===== src/rtl/des_key_schedule.sv =====
// DES key schedule: PC-1, then per-round rotate + PC-2, packing 16 round keys into a 768-bit bus.
// Latency: start edge -> 16/KEYS_PER_CYCLE RUN cycles -> one DONE cycle with done=1 and new round_keys.
// No backpressure: start is only sampled in IDLE; a start while busy is dropped, not queued.
module des_key_schedule #(
  parameter int KEYS_PER_CYCLE = 1
) (
  input  logic         clk,
  input  logic         rst,
  input  logic         start,
  input  logic         decrypt,
  input  logic [1:64]  key,
  output logic         busy,
  output logic         done,
  output logic [1:768] round_keys
);

  // Only divisors of 16 give a whole number of RUN cycles.
  if (!(KEYS_PER_CYCLE == 1 || KEYS_PER_CYCLE == 2 || KEYS_PER_CYCLE == 4 ||
        KEYS_PER_CYCLE == 8 || KEYS_PER_CYCLE == 16)) begin : g_bad_kpc
    $error("des_key_schedule: KEYS_PER_CYCLE must be 1, 2, 4, 8 or 16");
  end

  localparam logic [1:0] ST_IDLE = 2'd0;
  localparam logic [1:0] ST_RUN  = 2'd1;
  localparam logic [1:0] ST_DONE = 2'd2;

  // PC-1: output bit j+1 takes key bit PC1[j] (FIPS numbering, parity bits never referenced).
  localparam int PC1 [56] = '{
    57, 49, 41, 33, 25, 17,  9,
     1, 58, 50, 42, 34, 26, 18,
    10,  2, 59, 51, 43, 35, 27,
    19, 11,  3, 60, 52, 44, 36,
    63, 55, 47, 39, 31, 23, 15,
     7, 62, 54, 46, 38, 30, 22,
    14,  6, 61, 53, 45, 37, 29,
    21, 13,  5, 28, 20, 12,  4
  };

  // PC-2: round-key bit j+1 takes C||D bit PC2[j].
  localparam int PC2 [48] = '{
    14, 17, 11, 24,  1,  5,
     3, 28, 15,  6, 21, 10,
    23, 19, 12,  4, 26,  8,
    16,  7, 27, 20, 13,  2,
    41, 52, 31, 37, 47, 55,
    30, 40, 51, 45, 33, 48,
    44, 49, 39, 56, 34, 53,
    46, 42, 50, 36, 29, 32
  };

  function automatic logic [1:56] pc1_f(input logic [1:64] k);
    logic [1:56] r;
    for (int j = 0; j < 56; j++) r[j+1] = k[PC1[j]];
    return r;
  endfunction

  function automatic logic [1:48] pc2_f(input logic [1:56] cd);
    logic [1:48] r;
    for (int j = 0; j < 48; j++) r[j+1] = cd[PC2[j]];
    return r;
  endfunction

  // Rotate C and D halves independently toward bit 1 (the MSB) by one or two places.
  function automatic logic [1:56] rot_f(input logic [1:56] cd, input logic two);
    logic [1:28] c;
    logic [1:28] d;
    c = cd[1:28];
    d = cd[29:56];
    if (two) begin
      c = {c[3:28], c[1:2]};
      d = {d[3:28], d[1:2]};
    end else begin
      c = {c[2:28], c[1]};
      d = {d[2:28], d[1]};
    end
    return {c, d};
  endfunction

  logic [1:0]   state_q, state_d;
  logic [1:56]  cd_q, cd_d;
  logic         dec_q, dec_d;
  logic [4:0]   cnt_q, cnt_d;
  logic [1:768] wbuf_q, wbuf_d;
  logic [1:768] rk_q, rk_d;
  logic         busy_q, busy_d;
  logic         done_q, done_d;

  // Chaining temporaries for the unrolled rounds within one RUN cycle.
  logic [1:56]  cd_w;
  logic [4:0]   rnd_n;
  logic [4:0]   slot_n;
  logic         two_n;

  // Next-state, key rotation chain and working-buffer writes.
  always_comb begin
    state_d = state_q;
    cd_d    = cd_q;
    dec_d   = dec_q;
    cnt_d   = cnt_q;
    wbuf_d  = wbuf_q;
    rk_d    = rk_q;
    cd_w    = cd_q;
    rnd_n   = 5'd0;
    slot_n  = 5'd1;
    two_n   = 1'b0;
    case (state_q)
      ST_IDLE: begin
        if (start) begin
          cd_d    = pc1_f(key);
          dec_d   = decrypt;
          cnt_d   = 5'd0;
          state_d = ST_RUN;
        end
      end
      ST_RUN: begin
        for (int j = 0; j < KEYS_PER_CYCLE; j++) begin
          rnd_n  = cnt_q + 5'(j) + 5'd1;
          two_n  = !(rnd_n == 5'd1 || rnd_n == 5'd2 || rnd_n == 5'd9 || rnd_n == 5'd16);
          cd_w   = rot_f(cd_w, two_n);
          slot_n = dec_q ? (5'd17 - rnd_n) : rnd_n;
          wbuf_d[(int'(slot_n) - 1) * 48 + 1 +: 48] = pc2_f(cd_w);
        end
        cd_d  = cd_w;
        cnt_d = cnt_q + 5'(KEYS_PER_CYCLE);
        if (cnt_d == 5'd16) begin
          // Publish the finished set, including this cycle's writes, on entry to DONE.
          rk_d    = wbuf_d;
          state_d = ST_DONE;
        end
      end
      ST_DONE: begin
        state_d = ST_IDLE;
      end
      default: begin
        state_d = ST_IDLE;
      end
    endcase
    busy_d = (state_d != ST_IDLE);
    done_d = (state_d == ST_DONE);
  end

  // State and output registers with asynchronous reset.
  always_ff @(posedge clk or posedge rst) begin
    if (rst) begin
      state_q <= ST_IDLE;
      cd_q    <= '0;
      dec_q   <= 1'b0;
      cnt_q   <= '0;
      wbuf_q  <= '0;
      rk_q    <= '0;
      busy_q  <= 1'b0;
      done_q  <= 1'b0;
    end else begin
      state_q <= state_d;
      cd_q    <= cd_d;
      dec_q   <= dec_d;
      cnt_q   <= cnt_d;
      wbuf_q  <= wbuf_d;
      rk_q    <= rk_d;
      busy_q  <= busy_d;
      done_q  <= done_d;
    end
  end

  assign busy       = busy_q;
  assign done       = done_q;
  assign round_keys = rk_q;

endmodule


===== config.mk =====
export PLATFORM = sky130hd
export DESIGN_NAME = des_key_schedule
export DESIGN_NICKNAME = d
export VERILOG_FILES = /design/src/rtl/des_key_schedule.sv
export SDC_FILE = /design/constraint.sdc
export NUM_CORES = 2
export LEC_CHECK = 0
export CAP_MARGIN = 20
export CORE_AREA = 2 2 483 485
export CTS_CLUSTER_DIAMETER = 30
export DETAILED_ROUTE_END_ITERATION = 16
export DIE_AREA = 0 0 485 487
export GPL_TIMING_DRIVEN = 0
export PLACE_DENSITY = 0.47
export SYNTH_ARGS = -nofsm -noshare
export SYNTH_HDL_FRONTEND = slang
export SYNTH_SLANG_ARGS = --single-unit

===== constraint.sdc =====
create_clock -name clk -period 142.9 [get_ports clk]
set_clock_uncertainty 0.1 [all_clocks]
set_input_delay 21.435 -clock clk [delete_from_list [all_inputs] [get_ports clk]]
set_output_delay 21.435 -clock clk [all_outputs]
set_load 0.02 [all_outputs]

==> metrics.cfg <==
[synth]
syn_inst=7154
synth_edf_count=0
synthArstFlopShare=1.00
ys_seq_area_frac=0.581
synth_nets=7236
syn_area_um2=69000
ys.flop_type=dfrtp_1
ys_warn_count=0
yosys_register_bits=1602
syn_area_per_cell_um2=9.64
ys_types=83

[cells_and_area]
stdcell_area_um2=97300
nFillCells=22600
layout-drive-gt1-share=0.116
final_cell_mix=1602 x dfrtp_1, 1355 x nand2_1, 996 x o21ai_0, 829 x clkdlybuf4s50_1, 533 x clkbuf_1
multi_input_area_um2=26400
area_growth_pct=41.1
final_common_cell=dfrtp_1
seq_area_um2=40100
nNetsFinal=8583

[timing]
rsz0062_at_grt=no
drv_slew=0
setup_viol=0
worstMarginPinSlew_ps=1470
finalHoldViolCount=0
period_share=0.168
hold_slack_ps=370
period_needed_ps=23960
finalSetupTns_ps=0
fmax_mhz=41.7
max_slew_margin=0.0222

[floorplanning]
num_io_pins=838
die_h_um=487
coreArea_um2=231000
die_w_um=485
rows=177
start_util=0.298
die-area_um2=236000

[clock_tree]
post_cts_resized=0
clk_latency_ps=970
tritoncts=built
post_cts_buffers=0
cts-htree-levels=5
clkSinkCount=1602
clk_path_buf_depth=4
cts_inserted_buffers=420
clkTransAtPathRegs_ps=50
clock-root-buffer=clkbuf_16
hold_buffers=0

[placed_design]
hpwlAfterDp_mm=284
io_buffers=829
placement.cell_area_um2=82600
place.gp.congestion=0.971

[global_routing]
grt_max_degree=127
grt_overflow=0
track_usage=0.316
grt_pass1_wl_mm=527
first_global_vias=65800
antenna_found_initial=22

[route]
firstDrtPassIters=6
drt-total-wl_mm=383
wl_per_cell_um=32.2
ant_nets=0
drc_errors=0
avgViaCountPerCell=5.61
drtIter0Drc=7331
via_count=66700

[setup_path]
cp.arrival_ps=24880
crit_fanout=110
worstSetupStartpointType=input port
crit_required_ps=143820
end_kind=asynchronous set/reset pin
worst-setup-path-type=input port to asynchronous set/reset pin

[min_path]
worstHoldPathType=register to register

[status]
status=finished clean

[run]
drv_cap=0

[Yosys cell counts, types with 23 or more instances]
library cell     n  area, um2
o211ai_1       407       3060
o22a_1          59        517
inv_1           37        139
nor3_1          49        245
o22ai_1         30        188
a211oi_1        33        248
mux2_2          47        529
o21ai_1         54        270
clkbuf_1       492       1850
buf_1           40        150
dfrtp_1       1602      40100
a21o_1          23        173
o21ai_0        996       4980
a22oi_1        136       1020
nand3_1        478       2390
a2bb2oi_1       50        438
nor2_1         335       1260
buf_2           80        400
nand2_1       1355       5090
a21oi_1        278       1390
and2_1         120        751
mux2i_1         33        330
a31oi_1        130        813
[cell type report]
class | instances | area share
flip-flops and latches | 1602 | 0.412
clock buffers | 559 | 0.123
multi-input cells | 4894 | 0.271
diodes | 9 | 0.000231
clock inverters | 194 | 0.0275
well taps | 3043 | 0.0391
plain buffers | 619 | 0.0255
inverters | 39 | 0.00158
repair buffers | 925 | 0.101
[kinds of logic (layout without fill, tap and decap cells)]
logic type / Yosys count / count (layout) / synth area share
buffers and inverters: 658 / 2336 / 0.0378
AND/OR/NAND/NOR: 2433 / 2433 / 0.151
other: 0 / 9 / 0
XOR/XNOR: 14 / 14 / 0.00209
AO/OA/AOI/OAI: 2347 / 2347 / 0.211
flip-flops: 1602 / 1602 / 0.581
adder cells (fa/ha/maj): 14 / 14 / 0.00265
multiplexers: 86 / 86 / 0.0142
[worst paths after layout]
check                                      from  slack [ps]              end  depth (start not counted)
worst max register to register         cnt_q[0]      134090      wbuf_q[440]                         21
worst min-delay path                wbuf_q[657]         370  round_keys[657]                          2
min in group asynchronous                   rst       20810    round_keys[2]                          2
worst min register to register      wbuf_q[657]         370  round_keys[657]                          2
worst max-delay path                        rst      118940  round_keys[445]                          7
max in group clk                round_keys[529]      119030  round_keys[529]                          1
[metrics by stage]
stage | instances | setup slack (ps) | util
after floorplan | 7154 | 76160 | -
after global placement | 11000 | 55470 | 0.350
after detailed placement | 11100 | 117850 | 0.357
after CTS | 11900 | 118870 | 0.420
after global routing | 11900 | 118510 | 0.421
final | 11900 | 118940 | 0.421
[critical path: stages]
cell and delay [ps]:
clkdlybuf4s50_1 490, inv_8 320, buf_16 390, buf_16 440, buf_16 470, buf_16 440
buf_16 450
[layer usage]
| layer | wire length (um) | GRT usage |
|---|---|---|
| met1 | 158000 | 0.414 |
| met2 | 163000 | 0.462 |
| met3 | 35800 | 0.0915 |
| met4 | 25900 | 0.188 |
| met5 | 54 | 0 |
[registers in the layout (all words and copies together), names as in the netlist]
name	cells
dec_q	1
wbuf_q	768
cd_q	56
state_q	2
done	1
round_keys	768
cnt_q	5
busy	1
Power is left out: the tool's default activity adds up to more than one toggle a clock period on the data nets, which glitch-free logic cannot reach.
